==> src/rtl/pipe_ctrl_pkg.sv <==
// Shared types and constants for the pipeline hazard controller.
//   state_t : sequencer states (HOLD after reset, RUN, MEM_WAIT on a data-memory wait)
//   fwd_t   : EX operand source select (register file, MEM result, WB result)
//   REG_AW  : architectural register index width
package pipe_ctrl_pkg;

  localparam int REG_AW = 5;

  typedef enum logic [1:0] {
    ST_HOLD     = 2'd0,
    ST_RUN      = 2'd1,
    ST_MEM_WAIT = 2'd2
  } state_t;

  typedef enum logic [1:0] {
    FWD_RF  = 2'd0,
    FWD_MEM = 2'd1,
    FWD_WB  = 2'd2
  } fwd_t;

endpackage

==> src/rtl/fwd_unit.sv <==
// Forwarding select for one EX source operand.
//   ex_rs                  : source register read by the EX instruction
//   mem_rd / mem_reg_write : destination and write-enable of the MEM instruction
//   wb_rd  / wb_reg_write  : destination and write-enable of the WB instruction
//   sel                    : FWD_MEM, FWD_WB or FWD_RF
// The younger MEM result wins over WB. Register x0 is hard-wired to zero, so it
// is never forwarded.
module fwd_unit
  import pipe_ctrl_pkg::*;
(
  input  logic [REG_AW-1:0] ex_rs,
  input  logic [REG_AW-1:0] mem_rd,
  input  logic              mem_reg_write,
  input  logic [REG_AW-1:0] wb_rd,
  input  logic              wb_reg_write,
  output fwd_t              sel
);

  always_comb begin
    // NOTE: assign a default before any branch so every path drives sel and no latch is inferred.
    sel = FWD_RF;
    if (mem_reg_write && (mem_rd != '0) && (mem_rd == ex_rs)) begin
      sel = FWD_MEM;
    end else if (wb_reg_write && (wb_rd != '0) && (wb_rd == ex_rs)) begin
      sel = FWD_WB;
    end
  end

endmodule

==> src/rtl/pipe_hazard_ctrl.sv <==
// Central sequencer for the 5-stage pipeline.
//   clk, rst                        : clock and synchronous active-high reset
//   id_rs1/2, id_use_rs1/2          : sources of the ID instruction and whether they are read
//   ex_rs1/2, ex_rd, ex_mem_read    : EX instruction sources, destination, load flag
//   ex_redirect                     : taken branch / jump resolved in EX
//   mem_rd, mem_reg_write           : MEM destination and write-enable
//   wb_rd, wb_reg_write             : WB destination and write-enable
//   mem_req, mem_ready              : data-memory access in MEM and its completion
//   pc_en, *_en                     : stage register enables
//   if_id_flush, id_ex_flush        : bubble insertion into IF/ID and ID/EX
//   fwd_a, fwd_b                    : EX operand selects (0 RF, 1 MEM, 2 WB)
//   cnt_cycle, cnt_stall, cnt_flush : free-running wrapping performance counters
// After reset the PC is frozen and the pipe flushed for RESET_HOLD cycles. In RUN
// a memory wait has top priority (whole pipe frozen), then an EX redirect (flush
// IF/ID and ID/EX), then a load-use hazard (one-cycle stall with ID/EX bubble).
module pipe_hazard_ctrl
  import pipe_ctrl_pkg::*;
#(
  parameter int RESET_HOLD = 2,
  parameter int CNT_W      = 32
) (
  input  logic              clk,
  input  logic              rst,
  input  logic [REG_AW-1:0] id_rs1,
  input  logic [REG_AW-1:0] id_rs2,
  input  logic              id_use_rs1,
  input  logic              id_use_rs2,
  input  logic [REG_AW-1:0] ex_rs1,
  input  logic [REG_AW-1:0] ex_rs2,
  input  logic [REG_AW-1:0] ex_rd,
  input  logic              ex_mem_read,
  input  logic              ex_redirect,
  input  logic [REG_AW-1:0] mem_rd,
  input  logic [REG_AW-1:0] wb_rd,
  input  logic              mem_reg_write,
  input  logic              wb_reg_write,
  input  logic              mem_req,
  input  logic              mem_ready,
  output logic              pc_en,
  output logic              if_id_en,
  output logic              id_ex_en,
  output logic              ex_mem_en,
  output logic              mem_wb_en,
  output logic              if_id_flush,
  output logic              id_ex_flush,
  output logic [1:0]        fwd_a,
  output logic [1:0]        fwd_b,
  output logic [CNT_W-1:0]  cnt_cycle,
  output logic [CNT_W-1:0]  cnt_stall,
  output logic [CNT_W-1:0]  cnt_flush
);

  localparam int HOLD_W = 4;  // RESET_HOLD is limited to 1..15

  state_t            state, state_nxt;
  logic [HOLD_W-1:0] hold_cnt;
  logic              in_hold;
  logic              load_use;
  logic              mem_stall;
  logic              stall_inc;
  logic              flush_inc;
  fwd_t              sel_a, sel_b;

  // Load-use: the EX load writes a register the ID instruction reads; the value
  // is only available after MEM, so ID must wait one cycle.
  assign load_use = ex_mem_read && (ex_rd != '0) &&
                    ((id_use_rs1 && (id_rs1 == ex_rd)) ||
                     (id_use_rs2 && (id_rs2 == ex_rd)));

  // While waiting, the access is already known to be outstanding, so only
  // mem_ready matters; in RUN a fresh request must also be present.
  assign mem_stall = (state == ST_MEM_WAIT) ? !mem_ready : (mem_req && !mem_ready);

  // Reset and any non-operating encoding both force the frozen/flushed outputs.
  assign in_hold = rst || ((state != ST_RUN) && (state != ST_MEM_WAIT));

  // State register. Reset is synchronous: it is only sampled on the clock edge.
  always_ff @(posedge clk) begin
    // NOTE: sequential state uses non-blocking assignments so every register samples pre-edge values.
    if (rst) begin
      state <= ST_HOLD;
    end else begin
      state <= state_nxt;
    end
  end

  // Next-state logic.
  always_comb begin
    state_nxt = state;
    case (state)
      ST_HOLD:     if (hold_cnt == '0) state_nxt = ST_RUN;
      ST_RUN:      if (mem_req && !mem_ready) state_nxt = ST_MEM_WAIT;
      ST_MEM_WAIT: if (mem_ready) state_nxt = ST_RUN;
      default:     state_nxt = ST_HOLD;
    endcase
  end

  // Output logic: enables, flushes and counter increment strobes.
  always_comb begin
    pc_en       = 1'b1;
    if_id_en    = 1'b1;
    id_ex_en    = 1'b1;
    ex_mem_en   = 1'b1;
    mem_wb_en   = 1'b1;
    if_id_flush = 1'b0;
    id_ex_flush = 1'b0;
    stall_inc   = 1'b0;
    flush_inc   = 1'b0;
    if (in_hold) begin
      pc_en       = 1'b0;
      if_id_flush = 1'b1;
      id_ex_flush = 1'b1;
    end else if (mem_stall) begin
      pc_en     = 1'b0;
      if_id_en  = 1'b0;
      id_ex_en  = 1'b0;
      ex_mem_en = 1'b0;
      mem_wb_en = 1'b0;
      stall_inc = (state == ST_MEM_WAIT);
    end else begin
      // Every MEM_WAIT cycle is a stall cycle, including the completing one; a
      // load-use in that same cycle does not count a second time.
      stall_inc = (state == ST_MEM_WAIT);
      if (ex_redirect) begin
        if_id_flush = 1'b1;
        id_ex_flush = 1'b1;
        flush_inc   = 1'b1;
      end else if (load_use) begin
        pc_en       = 1'b0;
        if_id_en    = 1'b0;
        id_ex_flush = 1'b1;
        stall_inc   = 1'b1;
      end
    end
  end

  // Hold counter: loaded on reset, counts down to 0 while in HOLD.
  always_ff @(posedge clk) begin
    if (rst) begin
      hold_cnt <= HOLD_W'(RESET_HOLD - 1);
    end else if ((state == ST_HOLD) && (hold_cnt != '0)) begin
      hold_cnt <= hold_cnt - HOLD_W'(1);
    end
  end

  // Performance counters, wrapping modulo 2^CNT_W.
  always_ff @(posedge clk) begin
    if (rst) begin
      cnt_cycle <= '0;
      cnt_stall <= '0;
      cnt_flush <= '0;
    end else begin
      cnt_cycle <= cnt_cycle + CNT_W'(1);
      cnt_stall <= cnt_stall + CNT_W'(stall_inc);
      cnt_flush <= cnt_flush + CNT_W'(flush_inc);
    end
  end

  fwd_unit u_fwd_a (
    .ex_rs         (ex_rs1),
    .mem_rd        (mem_rd),
    .mem_reg_write (mem_reg_write),
    .wb_rd         (wb_rd),
    .wb_reg_write  (wb_reg_write),
    .sel           (sel_a)
  );

  fwd_unit u_fwd_b (
    .ex_rs         (ex_rs2),
    .mem_rd        (mem_rd),
    .mem_reg_write (mem_reg_write),
    .wb_rd         (wb_rd),
    .wb_reg_write  (wb_reg_write),
    .sel           (sel_b)
  );

  // Forwarding is suppressed while the pipe is being flushed after reset.
  assign fwd_a = in_hold ? FWD_RF : sel_a;
  assign fwd_b = in_hold ? FWD_RF : sel_b;

endmodule

==> config.mk <==
export PLATFORM = sky130hd
export DESIGN_NAME = pipe_hazard_ctrl
export DESIGN_NICKNAME = d
export VERILOG_FILES = /design/src/rtl/pipe_ctrl_pkg.sv /design/src/rtl/fwd_unit.sv /design/src/rtl/pipe_hazard_ctrl.sv
export SDC_FILE = /design/constraint.sdc
export NUM_CORES = 1
export LEC_CHECK = 0
export ABC_AREA = 1
export BUFFER_PORTS_ARGS = -buffer_cell sky130_fd_sc_hd__buf_2
export CAP_MARGIN = 20
export CORE_ASPECT_RATIO = 0.9
export CORE_MARGIN = 5
export CORE_UTILIZATION = 40
export DETAILED_ROUTE_END_ITERATION = 6
export PLACE_DENSITY_LB_ADDON = 0.08
export SYNTH_ARGS = -nofsm -noshare
export SYNTH_HDL_FRONTEND = slang
export SYNTH_SLANG_ARGS = --single-unit
==> constraint.sdc <==
create_clock -name clk -period 5.03 [get_ports clk]
set_clock_uncertainty 0.2 [all_clocks]
set_input_delay 1.006 -clock clk [delete_from_list [all_inputs] [get_ports clk]]
set_output_delay 1.006 -clock clk [all_outputs]
set_load 0.01 [all_outputs]
==> metrics.cfg <==
[clock_tree]
cts-resized-gates=0
insertion_delay_ps=350
clk_pin_slew_worst_paths_ps=60
cts_tree=built
clock_tree.buffer_depth=2
ctsHoldBuffers=0
cts_htree_levels=3
cts.sinks=102
cts_inserted_buffers=9
cts-root-buf=clkbuf_16
cts_setup_buffers=0

[yosys]
avgSynthCellArea_sq_um=6.52
ys_seq_area_share_pct=34.1
synth_top_area_share_pct=34.1
synth_common_cells=nand2_1 (224), nor2_1 (143), inv_1 (116), dfxtp_1 (102), a21oi_1 (63)
synth.largest_area_cell=dfxtp_1
yosysWarnings=0
netlist_area_sq_um=5990
syn-instance-count=918
async_flop_share_pct=0
synthFlopType=dfxtp_1
synth_seq_cells=102
synth-edff-count=0
synth_nets=974
synth.most_common_cell=nand2_1
synth_area_leaders=dfxtp_1 (34%), nand2_1 (14%), nor2_1 (9.0%)
yosysUniqueCellTypes=35

[power]
power_density_nw_per_um2=250
vdd_drop_max_mv=0.170
power.leakage_nw=3.06

[routing]
post-route-drc-count=0
num_vias=6017
drt_first_pass_iters=4
wire_per_inst_microns=12.6
vias_per_cell=4.73
routed_wl_mm=16.1
drt_iter0_markers=348
ant_nets=0

[run]
max-cap-violations=0

[worst_setup_path]
cp_max_fo=4
required_ps=3820
crit_type=in2out
cp.arrival_ps=2060
endpoint_kind=output pin
start_kind=input pin

[die]
initial_core_util_pct=40.7
io_pins=152
die_y_microns=126
core-area_sq_um=14700
dieArea_sq_um=17500
rows=42
die_w_microns=139

[cells_and_area]
syn_to_final_growth_pct=21.1
multi_input_area_sq_um=3410
fin_area_sq_um=7250
antenna_cells=0
drive_above_1_share_pct=20.4
seq_area_sq_um=2040
n_fill_cell=1600
layout.nets=1126

[sta]
rsz0062_at_grt=no
maxSlewViolCount=0
setup_viol=0
maxSlewHeadroom_pct=53.3
tns_ps=0
worstMarginPinSlew_ps=701
fin_crit_ps=3270
fmax_ghz=0.306
period_share_pct=64.9
finalHoldViolCount=0

[global_routing]
track_usage_pct=18.0
gr-total-overflow=0
grt_pass1_wl_mm=26.5
grt_max_degree=58
antenna_found_initial=0
grt_pass1_vias=5673

[place]
hpwl_mm=12.5
port-buffer-count=151
dpl_cell_area_sq_um=6950
gp_congestion=0.828

[status]
status=finished, final reports clean

[worst_hold_path]
hold_path.class=reg2reg

sequential cells by signal (all words and copies together), names as in the netlist:
signal	cells
cnt_cycle	32
cnt_flush	32
cnt_stall	32
hold_cnt	4
state	2
cell families after synthesis:
| group | Yosys count | synth area share (%) |
|---|---|---|
| buffers and inverters | 140 | 8.94 |
| adders and majority gates | 11 | 2.30 |
| DFF | 102 | 34.1 |
| AOI/OAI and AO/OA | 99 | 8.44 |
| and+or+nand+nor | 528 | 40.7 |
| xor gates and xnor gates | 38 | 5.56 |
through the flow:
step / instances / hold WS, ps / worst slack (ps) / total power [mW] / util (%)
floorplan: 918 / 244 / 2020 / 1.04 / -
global placement: 1257 / 261 / 1690 / 1.12 / 47.2
detailed placement: 1257 / 267 / 1650 / 1.12 / 47.2
CTS: 1273 / 277 / 1730 / 1.84 / 49.3
global route: 1273 / 290 / 1520 / 1.91 / 49.3
finish: 1273 / 277 / 1760 / 1.82 / 49.3
metal layers:
| metal | routed length, microns | GRT usage [%] | vias up | share of wire [%] |
|---|---|---|---|---|
| met4 | 146 | 3.91 | 0 | 0.91 |
| met1 | 7700 | 23.1 | 2674 | 48 |
| met5 | 0 | 0 | - | 0 |
| met2 | 7520 | 30.9 | 106 | 47 |
| met3 | 729 | 4.59 | 10 | 4.5 |
| li1 | - | - | 3227 | - |
cell type report:
class / count / share of cell area, %
tap: 198 / 3.42
timing repair buffer: 153 / 10.6
clock buffer: 11 / 3.35
clock inverter: 5 / 0.811
multi-input combinational: 676 / 47.0
inverter: 128 / 6.62
sequential: 102 / 28.2
final timing paths:
path	from	endpoint	slack (ps)	cells after the start
worst min-delay path	cnt_flush[4]	cnt_flush[4]	280	2
worst min register to register	cnt_flush[4]	cnt_flush[4]	280	2
worst max-delay path	mem_rd[3]	fwd_b[1]	1760	7
worst max register to register	state[0]	cnt_flush[13]	2250	17
layout by cell type, fill, tap and decap left out, types with 2 or more instances in the layout:
master,netlist,final
dfxtp_1,102,102
nand4_1,21,21
inv_2,11,11
nand3_1,44,44
buf_4,2,2
nand2_1,224,224
nor3_1,35,35
xnor2_1,16,16
nand2_2,7,7
nor3_4,6,6
nor2_1,143,143
o21ai_0,29,29
nor4_1,3,3
or2_0,5,5
o21ai_1,2,2
a31oi_1,2,2
buf_2,2,151
nand2_4,3,3
xor2_1,22,22
ha_1,11,11
inv_1,116,116
clkbuf_16,0,9
nand3b_1,10,10
nor2_4,3,3
nor3_2,10,10
nand2b_1,2,2
nand3_2,2,2
clkinvlp_4,0,2
a21oi_1,63,63
nor2_2,9,9
worst max-delay path, stage by stage:
cell and delay (ps):
buf_2 120, nor2_1 100, nand2_1 70, o21ai_0 340, nor3_1 120, nor3_1 150, buf_2 160
where the power goes:
| part | internal, mW | switching [mW] |
|---|---|---|
| registers | 0.833 | 0.0175 |
| clock network | 0.400 | 0.313 |
| logic | 0.0955 | 0.157 |
| total | 1.33 | 0.488 |
No activity file was read; power rests on OpenSTA's default activity.
